===== src/rtl/zbus_arbiter.sv =====
// rtl/zbus_arbiter.sv - round-robin zbus arbiter, MN sources to one shared sink with per-grant burst limit
//
// Parameters:
//   BW  - payload width
//   MN  - number of requesting sources (>= 2)
//   MNL - width of the grant index
//   BL  - maximum number of transfers per grant (>= 1)
// Ports:
//   z_clk  - clock, rising-edge active
//   z_rst  - synchronous active-high reset
//   s_vld  - per-source transfer valid            [MN]
//   s_bus  - per-source payload, source i at [i*BW +: BW]
//   s_ack  - per-source transfer acknowledge      [MN]
//   m_vld  - shared-sink transfer valid
//   m_bus  - shared-sink payload                  [BW]
//   m_ack  - shared-sink transfer acknowledge
//   m_sel  - current owner in BUSY, last released owner in IDLE
//   m_own  - high while a grant is held
module zbus_arbiter #(
    parameter int BW  = 8,
    parameter int MN  = 4,
    parameter int MNL = $clog2(MN),
    parameter int BL  = 4
) (
    input  logic             z_clk,
    input  logic             z_rst,
    input  logic [MN-1:0]    s_vld,
    input  logic [MN*BW-1:0] s_bus,
    output logic [MN-1:0]    s_ack,
    output logic             m_vld,
    output logic [BW-1:0]    m_bus,
    input  logic             m_ack,
    output logic [MNL-1:0]   m_sel,
    output logic             m_own
);

    localparam int CW = $clog2(BL) + 1;

    typedef enum logic {
        IDLE = 1'b0,
        BUSY = 1'b1
    } state_t;

    state_t         state, state_nxt;
    logic [MNL-1:0] gnt, gnt_nxt;
    logic [MNL-1:0] lst, lst_nxt;
    logic [CW-1:0]  cnt, cnt_nxt;
    logic [MNL-1:0] win;
    logic           win_vld;
    logic [MNL-1:0] idx;
    logic           busy;
    logic           own_vld;
    logic           xfer;

    // Round-robin pick: first requester strictly after the last released owner,
    // wrapping around, so lst itself is considered last.
    always_comb begin
        win     = '0;
        win_vld = 1'b0;
        idx     = '0;
        for (int k = 1; k <= MN; k++) begin
            idx = MNL'((int'(lst) + k) % MN);
            if (!win_vld && s_vld[idx]) begin
                win     = idx;
                win_vld = 1'b1;
            end
        end
    end

    // Reset masks the datapath combinationally so a pending transfer is never
    // acknowledged in the reset cycle.
    assign busy    = (state == BUSY) && !z_rst;
    assign own_vld = s_vld[gnt];
    assign xfer    = busy && own_vld && m_ack;

    always_comb begin
        s_ack = '0;
        m_vld = 1'b0;
        m_bus = '0;
        m_own = 1'b0;
        m_sel = '0;
        if (busy) begin
            m_vld      = own_vld;
            m_bus      = s_bus[int'(gnt)*BW +: BW];
            s_ack[gnt] = m_ack;
            m_own      = 1'b1;
            m_sel      = gnt;
        end else if (!z_rst) begin
            m_sel = lst;
        end
    end

    always_comb begin
        state_nxt = state;
        gnt_nxt   = gnt;
        lst_nxt   = lst;
        cnt_nxt   = cnt;
        case (state)
            IDLE: begin
                if (win_vld) begin
                    state_nxt = BUSY;
                    gnt_nxt   = win;
                end
            end
            BUSY: begin
                // Owner dropping vld, or the last transfer of the burst, ends the
                // grant; the IDLE state that follows guarantees a gap cycle.
                if (!own_vld || (xfer && cnt == CW'(BL - 1))) begin
                    state_nxt = IDLE;
                    lst_nxt   = gnt;
                    cnt_nxt   = '0;
                end else if (xfer) begin
                    cnt_nxt = cnt + 1'b1;
                end
            end
            default: state_nxt = IDLE;
        endcase
    end

    always_ff @(posedge z_clk) begin
        if (z_rst) begin
            state <= IDLE;
            gnt   <= '0;
            lst   <= MNL'(MN - 1);
            cnt   <= '0;
        end else begin
            state <= state_nxt;
            gnt   <= gnt_nxt;
            lst   <= lst_nxt;
            cnt   <= cnt_nxt;
        end
    end

endmodule


===== config.mk =====
export PLATFORM = sky130hd
export DESIGN_NAME = zbus_arbiter
export DESIGN_NICKNAME = d
export VERILOG_FILES = /design/src/rtl/zbus_arbiter.sv
export SDC_FILE = /design/constraint.sdc
export NUM_CORES = 1
export LEC_CHECK = 0
export ABC_AREA = 1
export CAP_MARGIN = 30
export CORE_UTILIZATION = 41
export DETAILED_ROUTE_END_ITERATION = 10
export GPL_TIMING_DRIVEN = 0
export PLACE_DENSITY = 0.85
export SLEW_MARGIN = 5
export SYNTH_ARGS = -nofsm -noshare
export SYNTH_HDL_FRONTEND = slang
export SYNTH_SLANG_ARGS = --single-unit

===== constraint.sdc =====
create_clock -name z_clk -period 2.9 [get_ports z_clk]
set_clock_uncertainty 0.2 [all_clocks]
set_input_delay 0.725 -clock z_clk [delete_from_list [all_inputs] [get_ports z_clk]]
set_output_delay 0.725 -clock z_clk [all_outputs]
set_load 0.02 [all_outputs]

==> flow_summary.yaml <==
synth:
  synth.largest_area_cell: "dfxtp_1"
  ys_ff_latch: 8
  synth_cell_types: 28
  synth.area.top_cells: "dfxtp_1 (16%), nand2_1 (13%), a22oi_1 (12%), nand3_1 (9.2%), a21oi_1 (4.6%)"
  syn_area_per_cell_sq_um: 6.445
  synth_nets: 193
  netlist_area_sq_um: 979.7
  yosysSeqAreaShare: 0.1635
  synth_warnings: 0
  syn_inst: 152
  synth_top_area_share: 0.1635
clocking:
  hold_buffers: 0
  cts_sinks: 8
  root_buffer: "clkbuf_4"
  cts_tree: "yes"
  path_clk_slew_ps: 70
  clock_latency_ps: 270
  clockBufferDepth: 2
  htree_num_levels: 1
  numCtsBuffers: 3
route:
  drt_first_iter_violations: 27
  dr.pass1.iters: 4
  routed_wl_mm: 3.397
  detail-route-antenna-nets: 0
  via_per_inst: 5.416
  routedWlPerCell_microns: 14.27
  drc: 0
  num_vias: 1289
job:
  cap_violations: 0
setup_path:
  crit_family: "buffers and inverters"
  required_ps: 1980
  crit_cells: 4
  r2r_cells: 9
  rr_startpoint: "lst[1]"
  path_max_fanout: 5
  critPathCapture: "s_ack[0]"
  reg2reg_to: "gnt[0]"
  critPathCaptureType: "output port"
  worstPathArrival_ps: 1810
  ff2ff_setup_slack_ps: 1170
  critPathMaxStageDelay_ps: 480
  cpMaxStageDelayCell: "clkdlybuf4s50_1"
  critPathLaunchType: "input pin"
  crit_chain: "clkdlybuf4s50_1, nand2_1, nor3_1, clkdlybuf4s15_1"
  cp-startpoint: "m_ack"
  crit_buf_inv: 2
  critPathKind: "input pin to output port"
floorplanning:
  start_util: 0.4387
  die_area_sq_mm: 0.002589
  rows: 17
  floorplan.core_area_sq_mm: 0.002233
  die_w_microns: 50.88
  io-pin-count: 55
  die_h_microns: 50.88
sta:
  finalCritPeriodShare: 0.9434
  report.final.slew_viol_count: 0
  fmax_mhz: 365.5
  holdWs_ps: 291.8
  tns_ps: 0
  setup_viol: 0
  period_needed_ps: 2736
  slew_headroom: 0.8147
  finalHoldViolations: 0
  tightestPinTransition_ps: 277.6
  rsz0062_at_grt: "false"
final_layout:
  diodes: 0
  drive_gt1_frac: 0.2143
  fin_util: 0.6857
  nets: 253
  final_common_cell: "clkdlybuf4s50_1"
  syn_to_final_growth_pct: 56.32
  final_area_sq_mm: 0.001531
  final_cell_mix: "clkdlybuf4s50_1 (37), nand2_1 (35), nand3_1 (18)"
placed_design:
  routabilityCongestion: 0.8363
  io_buffers: 54
  placed_area_sq_mm: 0.001555
  dp_hpwl_mm: 2.654
global_route:
  grt_remaining_overflow: 0
  grt_pass1_wl_mm: 5.181
  grt_start_max_net_pins: 11
  antenna_found_initial: 0
  grt_use_total: 0.2650
  grt_pass1_vias: 1170
power_and_ir_drop:
  powerDensity_mw_per_mm2: 876.7
  leakage_nw: 0.7453
  ir_worst_vdd_v: 0.0006062
status:
  status: "complete, no violations"
min_path:
  hold_class: "flop to flop"
sequential cells by signal, summed over array words and instances (netlist names):
name   count
gnt        2
lst        2
cnt        3
state      1
worst min-delay path by stage:
stage                start     end  slack, ps  depth (start not counted)
floorplan           cnt[2]  cnt[2]        260                          2
CTS                 cnt[2]  cnt[2]        280                          2
global route        cnt[2]  cnt[2]        320                          2
detailed placement  cnt[2]  cnt[2]        270                          2
global placement    cnt[2]  cnt[2]        260                          2
finish              cnt[2]  cnt[2]        290                          2
power by group:
part,internal [mW],leakage [nW],switching [mW]
Clock,0.0479,0.0138,0.0472
Sequential,0.157,0.0663,0.0385
Combinational,0.399,0.665,0.653
tightest hold or removal path: cells and delay by family (launching register included):
kind,cells,cell delay [ps]
AND/OR/NAND/NOR,2,140
flip-flops,1,310
area by class of cell:
cell class | count | area, sq um
multi-input cells | 123 | 713.2
fillers | 202 | 701.9
repair buffers | 55 | 489.2
flip-flops and latches | 8 | 160.2
inverters | 17 | 70.07
plain buffers | 4 | 41.29
well taps | 28 | 35.03
clock buffers | 3 | 22.52
synthesized netlist by cell type (all sizes together):
| cell type | count |
|---|---|
| inv | 16 |
| clkbuf | 1 |
| a21oi | 9 |
| o211ai | 1 |
| buf | 3 |
| nand2 | 44 |
| nand3 | 18 |
| dfxtp | 8 |
| nand4 | 2 |
| nand3b | 3 |
| nor3 | 3 |
| a22oi | 17 |
| nor2 | 17 |
| o21ai | 6 |
| a31oi | 1 |
| ha | 2 |
| clkinv | 1 |
metal layers:
| layer | up-vias | track usage | wire (microns) |
|---|---|---|---|
| li1 | 642 | - | - |
| met1 | 602 | 0.3112 | 1419 |
| met2 | 39 | 0.4822 | 1795 |
| met3 | 6 | 0.02976 | 149 |
| met4 | 0 | 0.1111 | 33 |
| met5 | - | 0 | 0 |
per-stage QoR:
step / worst slack [ps] / power [mW] / cells
CTS: 3.444 / 1.328 / 238
finish: 164.1 / 1.343 / 238
global placement: -514.2 / 1.230 / 234
detailed placement: -527.9 / 1.269 / 234
global route: 116.5 / 1.447 / 238
floorplan: 210.7 / 0.9740 / 152
cells by family (layout without fill, tap and decap cells):
logic type / Yosys count / count (layout) / synth area share
and+or+nand+nor: 87 / 87 / 0.4725
AOI/OAI and AO/OA: 34 / 34 / 0.2299
buffers and inverters: 21 / 79 / 0.1086
DFF: 8 / 8 / 0.1635
adders and majority gates: 2 / 2 / 0.02554
repair_timing:
item	in CTS	in global routing
setup buffers	1	0
resized for setup	58	4
endpoints found under the setup margin	16	12
pin swaps	1	1
Note: power is estimated with default switching activity, not from simulation.
